`config.mk`:
```
export PLATFORM = sky130hd
export DESIGN_NAME = page_table_walker
export DESIGN_NICKNAME = d
export VERILOG_FILES = /design/src/rtl/page_table_walker.sv
export SDC_FILE = /design/constraint.sdc
export NUM_CORES = 1
export LEC_CHECK = 0
export CAP_MARGIN = 5
export CORE_ASPECT_RATIO = 1.5
export CORE_MARGIN = 4
export CORE_UTILIZATION = 45
export CTS_BUF_LIST = sky130_fd_sc_hd__clkbuf_8 sky130_fd_sc_hd__clkbuf_16
export DETAILED_ROUTE_END_ITERATION = 16
export PLACE_DENSITY = 0.61
export SETUP_SLACK_MARGIN = 0.2
export SYNTH_ARGS = -nofsm -noshare
export SYNTH_HDL_FRONTEND = slang
export SYNTH_SLANG_ARGS = --single-unit
```
`constraint.sdc`:
```
create_clock -name clk -period 2.1 [get_ports clk]
set_input_delay 0.42 -clock clk [delete_from_list [all_inputs] [get_ports clk]]
set_output_delay 0.42 -clock clk [all_outputs]
set_load 0.03 [all_outputs]
```
`src/rtl/page_table_walker.sv`:
```
// page_table_walker: two-port page-table walk backend with fixed latency, round-robin arbitration and valid-bit faults
module page_table_walker #(
  parameter int WALK_LATENCY = 4,
  parameter int LAT_W = 4
) (
  input  logic        clk,
  input  logic        rst_n,
  input  logic        PAGE_8B_RQST,
  input  logic [5:0]  PAGE_8B_LOOKUP,
  output logic [11:0] PAGE_8B_RECV,
  output logic        PAGE_8B_COMPLETE,
  input  logic        PAGE_32B_RQST,
  input  logic [3:0]  PAGE_32B_LOOKUP,
  output logic [7:0]  PAGE_32B_RECV,
  output logic        PAGE_32B_COMPLETE,
  input  logic        PT_WR_EN,
  input  logic        PT_WR_SEL,
  input  logic [5:0]  PT_WR_INDX,
  input  logic [5:0]  PT_WR_PPN,
  input  logic        PT_WR_VALID,
  output logic        PAGE_FAULT,
  output logic        WALK_BUSY
);
  typedef enum logic [1:0] {IDLE, WALK, RESP, WAIT_DROP} state_t;
  state_t state_q, state_d;
  logic [LAT_W-1:0] cnt_q, cnt_d;
  logic port_q, port_d, prio_q, prio_d;
  logic [5:0] vpn_q, vpn_d;
  logic [11:0] recv8_q, recv8_d;
  logic [7:0] recv32_q, recv32_d;
  logic cmp8_q, cmp8_d, cmp32_q, cmp32_d, fault_q, fault_d;
  logic [5:0] ppn8_mem [64];
  logic [3:0] ppn32_mem [16];
  logic [63:0] v8_q;
  logic [15:0] v32_q;
  logic [5:0] rd8;
  logic [3:0] rd32;
  logic rd_v, served, win;
  assign rd8 = ppn8_mem[vpn_q];
  assign rd32 = ppn32_mem[vpn_q[3:0]];
  assign rd_v = port_q ? v32_q[vpn_q[3:0]] : v8_q[vpn_q];
  assign served = port_q ? PAGE_32B_RQST : PAGE_8B_RQST;
  assign win = (PAGE_8B_RQST && PAGE_32B_RQST) ? prio_q : PAGE_32B_RQST;
  assign PAGE_8B_RECV = recv8_q;
  assign PAGE_32B_RECV = recv32_q;
  assign PAGE_8B_COMPLETE = cmp8_q;
  assign PAGE_32B_COMPLETE = cmp32_q;
  assign PAGE_FAULT = fault_q;
  assign WALK_BUSY = (state_q == WALK) || (state_q == RESP);
  always_comb begin
    state_d = state_q;
    cnt_d = cnt_q;
    port_d = port_q;
    prio_d = prio_q;
    vpn_d = vpn_q;
    recv8_d = recv8_q;
    recv32_d = recv32_q;
    cmp8_d = 1'b0;
    cmp32_d = 1'b0;
    fault_d = 1'b0;
    case (state_q)
      IDLE: if (PAGE_8B_RQST || PAGE_32B_RQST) begin
        state_d = WALK;
        port_d = win;
        vpn_d = win ? {2'b00, PAGE_32B_LOOKUP} : PAGE_8B_LOOKUP;
        cnt_d = LAT_W'(WALK_LATENCY - 1);
        prio_d = (PAGE_8B_RQST && PAGE_32B_RQST) ? ~win : prio_q;
      end
      WALK: if (cnt_q == '0) begin
        state_d = RESP;
        cmp8_d = ~port_q;
        cmp32_d = port_q;
        fault_d = ~rd_v;
        recv8_d = port_q ? recv8_q : {vpn_q, rd_v ? rd8 : 6'h00};
        recv32_d = port_q ? {vpn_q[3:0], rd_v ? rd32 : 4'h0} : recv32_q;
      end else begin
        cnt_d = cnt_q - LAT_W'(1);
      end
      RESP: state_d = served ? WAIT_DROP : IDLE;
      WAIT_DROP: state_d = served ? WAIT_DROP : IDLE;
      default: state_d = IDLE;
    endcase
  end
  always_ff @(posedge clk) begin
    if (!rst_n) begin
      state_q <= IDLE;
      cnt_q <= '0;
      port_q <= 1'b0;
      prio_q <= 1'b0;
      vpn_q <= '0;
      recv8_q <= '0;
      recv32_q <= '0;
      cmp8_q <= 1'b0;
      cmp32_q <= 1'b0;
      fault_q <= 1'b0;
    end else begin
      state_q <= state_d;
      cnt_q <= cnt_d;
      port_q <= port_d;
      prio_q <= prio_d;
      vpn_q <= vpn_d;
      recv8_q <= recv8_d;
      recv32_q <= recv32_d;
      cmp8_q <= cmp8_d;
      cmp32_q <= cmp32_d;
      fault_q <= fault_d;
    end
  end
  always_ff @(posedge clk) begin
    if (!rst_n) begin
      v8_q <= '0;
      v32_q <= '0;
    end else if (PT_WR_EN) begin
      if (PT_WR_SEL) v32_q[PT_WR_INDX[3:0]] <= PT_WR_VALID;
      else v8_q[PT_WR_INDX] <= PT_WR_VALID;
    end
  end
  always_ff @(posedge clk) begin
    if (PT_WR_EN) begin
      if (PT_WR_SEL) ppn32_mem[PT_WR_INDX[3:0]] <= PT_WR_PPN[3:0];
      else ppn8_mem[PT_WR_INDX] <= PT_WR_PPN;
    end
  end
endmodule
```
# ---- Word level (Yosys, flattened, before mapping)
# Memories as Yosys holds them, arrays and structs flattened. A register that Yosys moved wholly into a read port is not among the register bits.
# Index checks and enable logic that the tools add are counted.
# W data, S select, Z words.
dict set report word_totals {
  reg_bits 117
  wordCells 82
  out_inout_bits 24
  input_bits 29
  ram_bits 448
  mem_count 2
}
dict set report op_classes {
  muxes 33
  n_reduce_logical 18
  order_cmp 6
  n_eq_ne 6
  bitwise 4
  add_sub_neg 1
}
# memory words word_bits rd rd_clocked_by_memory_dff write_ports line_no
set mem_list {}
lappend mem_list {ppn8_mem 64 6 1 1 1 32} ;# logic [5:0] ppn8_mem [64];
lappend mem_list {ppn32_mem 16 4 1 1 1 33} ;# logic [3:0] ppn32_mem [16];
# operator count
set ops {}
lappend ops {{$bwmux W64} 1}
lappend ops {{$mux W6} 4}
lappend ops {{$mux W4} 5}
lappend ops {{$bwmux W16} 1}
lappend ops {{$reduce_and A3 Y1} 5}
lappend ops {{$lt A6 B7 Y1 const B} 2}
lappend ops {{$mux W1} 13}
lappend ops {{$lt A4 B5 Y1 const B} 2}
lappend ops {{$pmux W4 S2} 1}
lappend ops {{$reduce_and A2 Y1} 4}
lappend ops {{$bmux W1 S6} 1}
lappend ops {{$demux W1 S6} 1}
lappend ops {{$ge A6 B1 Y1 const B} 1}
lappend ops {{$mux W2} 3}
lappend ops {{$pmux W2 S3} 1}
lappend ops {{$bmux W1 S4} 1}
lappend ops {{$demux W1 S4} 1}
lappend ops {{$eq A2 B2 Y1 const B} 2}
lappend ops {{$ge A4 B1 Y1 const B} 1}
lappend ops {{$logic_not A4 Y1} 1}
lappend ops {{$ne A2 B2 Y1 const B} 2}
lappend ops {{$not A1 Y1} 4}
lappend ops {{$sub A4 B1 Y4 const B} 1}
lappend ops {{$logic_and A1 B1 Y1} 3}
lappend ops {{6 further kinds} 7}

# ---- Longest topological paths before layout
dict set report depth {
  depth_word 5
  depth_mapped 10
  mapped_depth_nobuf 8
}

# ---- Worst setup path before layout
# No wires, ideal clock.
dict set report synth_path {
  path_type {reg-to-reg}
  start {register (tool-made name)}
  end {register recv32_q[1] (netlist: PAGE_32B_RECV[1])}
  required_ns 1.968
  path_stages_with_launch 8
  setup_slack_ns 0.015
  setup_ns 0.132
  path_buffers 3
  arrival_time_ns 1.952
  period_less_slack_ns 2.085
  path_cell_list {dfxtp_1 -> buf_4 -> buf_4 -> buf_4 -> mux4_2 -> mux4_2 -> nand3_1 -> a21oi_1}
}
# element line_no
set synth_rtl {}
lappend synth_rtl {{end signal, assigned} 103} ;# recv32_q <= recv32_d;
lappend synth_rtl {{end, declared} 30} ;# logic [7:0] recv32_q, recv32_d;

==> out/summary.txt <==
Layout cells sized above 1: 0.308
Worst hold path stage count: 2
Die area: 0.0543 mm^2
Clk_lat worst skew: 580 ps
Worst Path Class, Setup: flop to flop
Clock skew: 20.8 ps
Antenna viol nets, final: 0
Die height: 284 um
Clock power frac: 0.326
Via count: 13.7k
CTS Buf Count: 50
Proportion of synthesized flip-flops having asynchronous set or reset: 0
Layout Area Growth over Synthesis: 23.9%
Failing checks: negative setup slack
Clk sinks: 571
P_int: 21.8 mW
Netlist Area Pre-Place: 0.0228 mm^2
Number of max-cap violations: 0
Port bufs: 52
Status: finished with violations
Post-route cell area: 0.0282 mm^2
Largest family of logic cells by synthesized area: multiplexers
Switch Pwr: 7.97 mW
RSZ-0062 raised after global routing: yes
Sequential power share: 0.425
Overflow left after global routing: 0
CP endpoint kind: flop
Tcrit/Tclk final: 1.10
Post-DP HPWL: 39,500 um
Net Sw Frac: 0.268
Max-slew headroom: 0.500
Post-route DRC violation count: 0
Flop2flop setup slack: -210 ps
Initial antenna violation count: 1
Crit path buf inv count: 2
DRT Wirelength: 58,500 um
Synthesized flop and latch total: 571
Wire length per cell: 24.2 um
Initial Util: 0.457
Cells along the critical path: buf_12 > buf_12 > mux4_2 > mux4_2 > a22oi_2 > and4_1 > a21oi_1
Syn nets: 1,471
DR pass1 iterations: 5
Area of the core: 0.0498 mm^2
Worst slew pin tran: 749 ps
Setup ws final: -211 ps
Mapped Avg Cell Area: 15.8 um^2
Compound-Gate Fraction of Synth Area: 0.0606
CTS tree: built
RR Endpoint: PAGE_8B_RECV[1]
Core Rows: 100
Final hold vios: 0
# hold bufs at CTS: 0
Critical Path Max Stage Delay: 530 ps
LEAKAGE: 9.41 nW
Peak supply drop: 775 uV
Die X: 192 um
Global-route wire length before repair: 87,800 um
GRT Total Usage: 0.214
Adder-cell share of the synthesized area: 0.00220
NumNets Final: 1,744
XOR/XNOR Fraction of Synth Area: 0.00115
Number of synthesized flops with an enable pin: 448
Num ports: 53
DRT iter0 DRCs: 1,071
Clock slew at reported path FFs: 70 ps
Vias in the first global route: 14.2k
Mux contribution to synthesized area: 0.150
Simple-Gate Fraction of Synth Area: 0.0666
Critical Path RT: 2560 ps
Sequential share of the synthesized area: 0.699
Hold EP: ppn8_mem[32][5]
Hold_sp: PT_WR_PPN[5]
CTS root buffer: clkbuf_16
Fin crit period: 2310 ps
Upper clock frequency limit: 433 MHz
Logic pwr share: 0.249
Hold Crit Class: input pin to flop
Synth Instances: 1,438
Crit path arrival time: 2770 ps
Setup violations, final: 11
Worst Path Max Fanout: 5
YS warnings: 0
CTS Buffer Depth: 3
Crit-path slowest cell: mux4_2
Largest net degree at the start of global routing: 81
Slew Limit Fails: 0
Total power: 29.8 mW
Synth Flop Type: edfxtp_1
Worst r2r path cells: 7
Synth unique cells: 49
PwrDens: 1050 mW/mm^2
Fin Hold WS: 348 ps
DR vias/cell: 5.67
Final GP Congestion: 0.866
H-tree depth: 2
Crit-path leading delay family: multiplexers
Startpoint Class: flop
Placed Area: 0.0259 mm^2
## cell type report
type                       instances  area [um^2]
timing repair buffer             313         3070
clock buffer                      59         1410
multi-input combinational        766         6580
clock inverter                    35          357
inverter                           9         33.8
fill                            4020        21600
tap                              663          830
sequential                       571        15900
antenna                            1         2.50
## kinds of logic after synthesis
family / after synthesis
xor gates and xnor gates: 3
AOI/OAI and AO/OA: 238
adders and majority gates: 4
DFF: 571
buffers and inverters: 101
and+or+nand+nor: 334
muxes: 187
## Yosys cell counts (5+ instances only)
cell type	instances	area share
a211oi_1	10	0.0033
a21boi_0	10	0.0033
a21oi_1	86	0.019
a22oi_1	15	0.0049
a311oi_1	6	0.0023
and2_1	5	0.0014
buf_1	5	0.00082
buf_2	13	0.0029
buf_4	11	0.0036
clkbuf_1	59	0.0097
dfxtp_1	123	0.11
edfxtp_1	448	0.59
inv_1	8	0.0013
mux2_2	24	0.012
mux2i_1	42	0.018
mux4_2	121	0.12
nand2_1	120	0.020
nand2b_1	7	0.0019
nand3_1	19	0.0042
nand3b_1	8	0.0026
nor2_1	105	0.017
nor2b_1	29	0.0080
nor3_1	16	0.0035
nor4_1	8	0.0022
o21ai_0	76	0.017
o221ai_1	6	0.0023
o22ai_1	16	0.0044
## worst max-delay path by stage
stage | from | slack [ps] | depth (start not counted) | to
floorplan | flop | 80 | 7 | PAGE_8B_RECV[2]
global route | flop | -240 | 7 | PAGE_8B_RECV[2]
CTS | flop | -190 | 7 | PAGE_8B_RECV[1]
detailed placement | PT_WR_EN | -320 | 7 | ppn8_mem[50][2]
global placement | flop | -390 | 8 | PAGE_8B_RECV[4]
finish | flop | -210 | 7 | PAGE_8B_RECV[1]
## per-stage QoR
step / setup TNS, ps / instances / setup slack, ps / utilization
5_1_grt: -2270 / 2416 / -237 / 0.566
3_5_place_dp: -76700 / 2304 / -317 / 0.520
3_3_place_gp: -65410 / 2304 / -394 / 0.520
2_1_floorplan: 0 / 1438 / 78.1 / -
6_report: -1450 / 2417 / -211 / 0.567
4_1_cts: -1630 / 2409 / -191 / 0.563
## cell usage in the layout (no fill, tap or decap), types with 6 or more instances in the layout
master	netlist	routed
buf_2	13	7
mux2_2	24	24
bufinv_16	0	7
nand3b_1	8	8
clkbuf_8	0	6
mux2i_1	42	40
o22ai_1	16	12
a22oi_1	15	10
nand2b_1	7	7
dlygate4sd2_1	0	23
edfxtp_1	448	448
clkdlybuf4s50_1	0	21
nor3_1	16	15
nor2b_1	29	28
clkbuf_16	0	56
a21oi_1	86	80
o21ai_0	76	76
nand2_1	120	120
a21boi_0	10	10
inv_1	8	11
buf_6	4	8
buf_4	11	209
nand3_1	19	18
mux4_2	121	121
clkinv_1	1	6
dfxtp_1	123	118
nor2_1	105	105
buf_12	0	34
a211oi_1	10	10
buf_16	0	6
a21oi_2	0	6
clkinv_2	0	11
## registers in the layout, indices dropped and copies added (netlist names), 2 cells and up, named ones only
name,flops
v32_q,16
PAGE_8B_RECV,12
state_q,2
ppn32_mem,64
cnt_q,4
PAGE_32B_RECV,8
vpn_q,6
v8_q,64
ppn8_mem,384
## per-layer routing
layer | share of wire | track usage
met1 | 0.38 | 0.272
met2 | 0.53 | 0.378
met3 | 0.051 | 0.0247
met4 | 0.040 | 0.0778
met5 | 0 | 0
## power groups by stage
stage | Clock, mW | Combinational (mW) | Sequential (mW)
floorplan | 0 | 4.25 | 12.8
global placement | 0 | 6.45 | 12.9
detailed placement | 0 | 6.50 | 12.9
CTS | 9.88 | 7.15 | 12.6
global route | 10.4 | 7.85 | 12.7
finish | 9.71 | 7.41 | 12.6
## timing repair
item	in CTS	in global routing
endpoints found under the setup margin	37	51
setup buffers	6	4
resized for setup	58	25
hold endpoints to repair	0	0
pin swaps	4	12
gates cloned	5	3
Power figures use the tool's default switching activity.
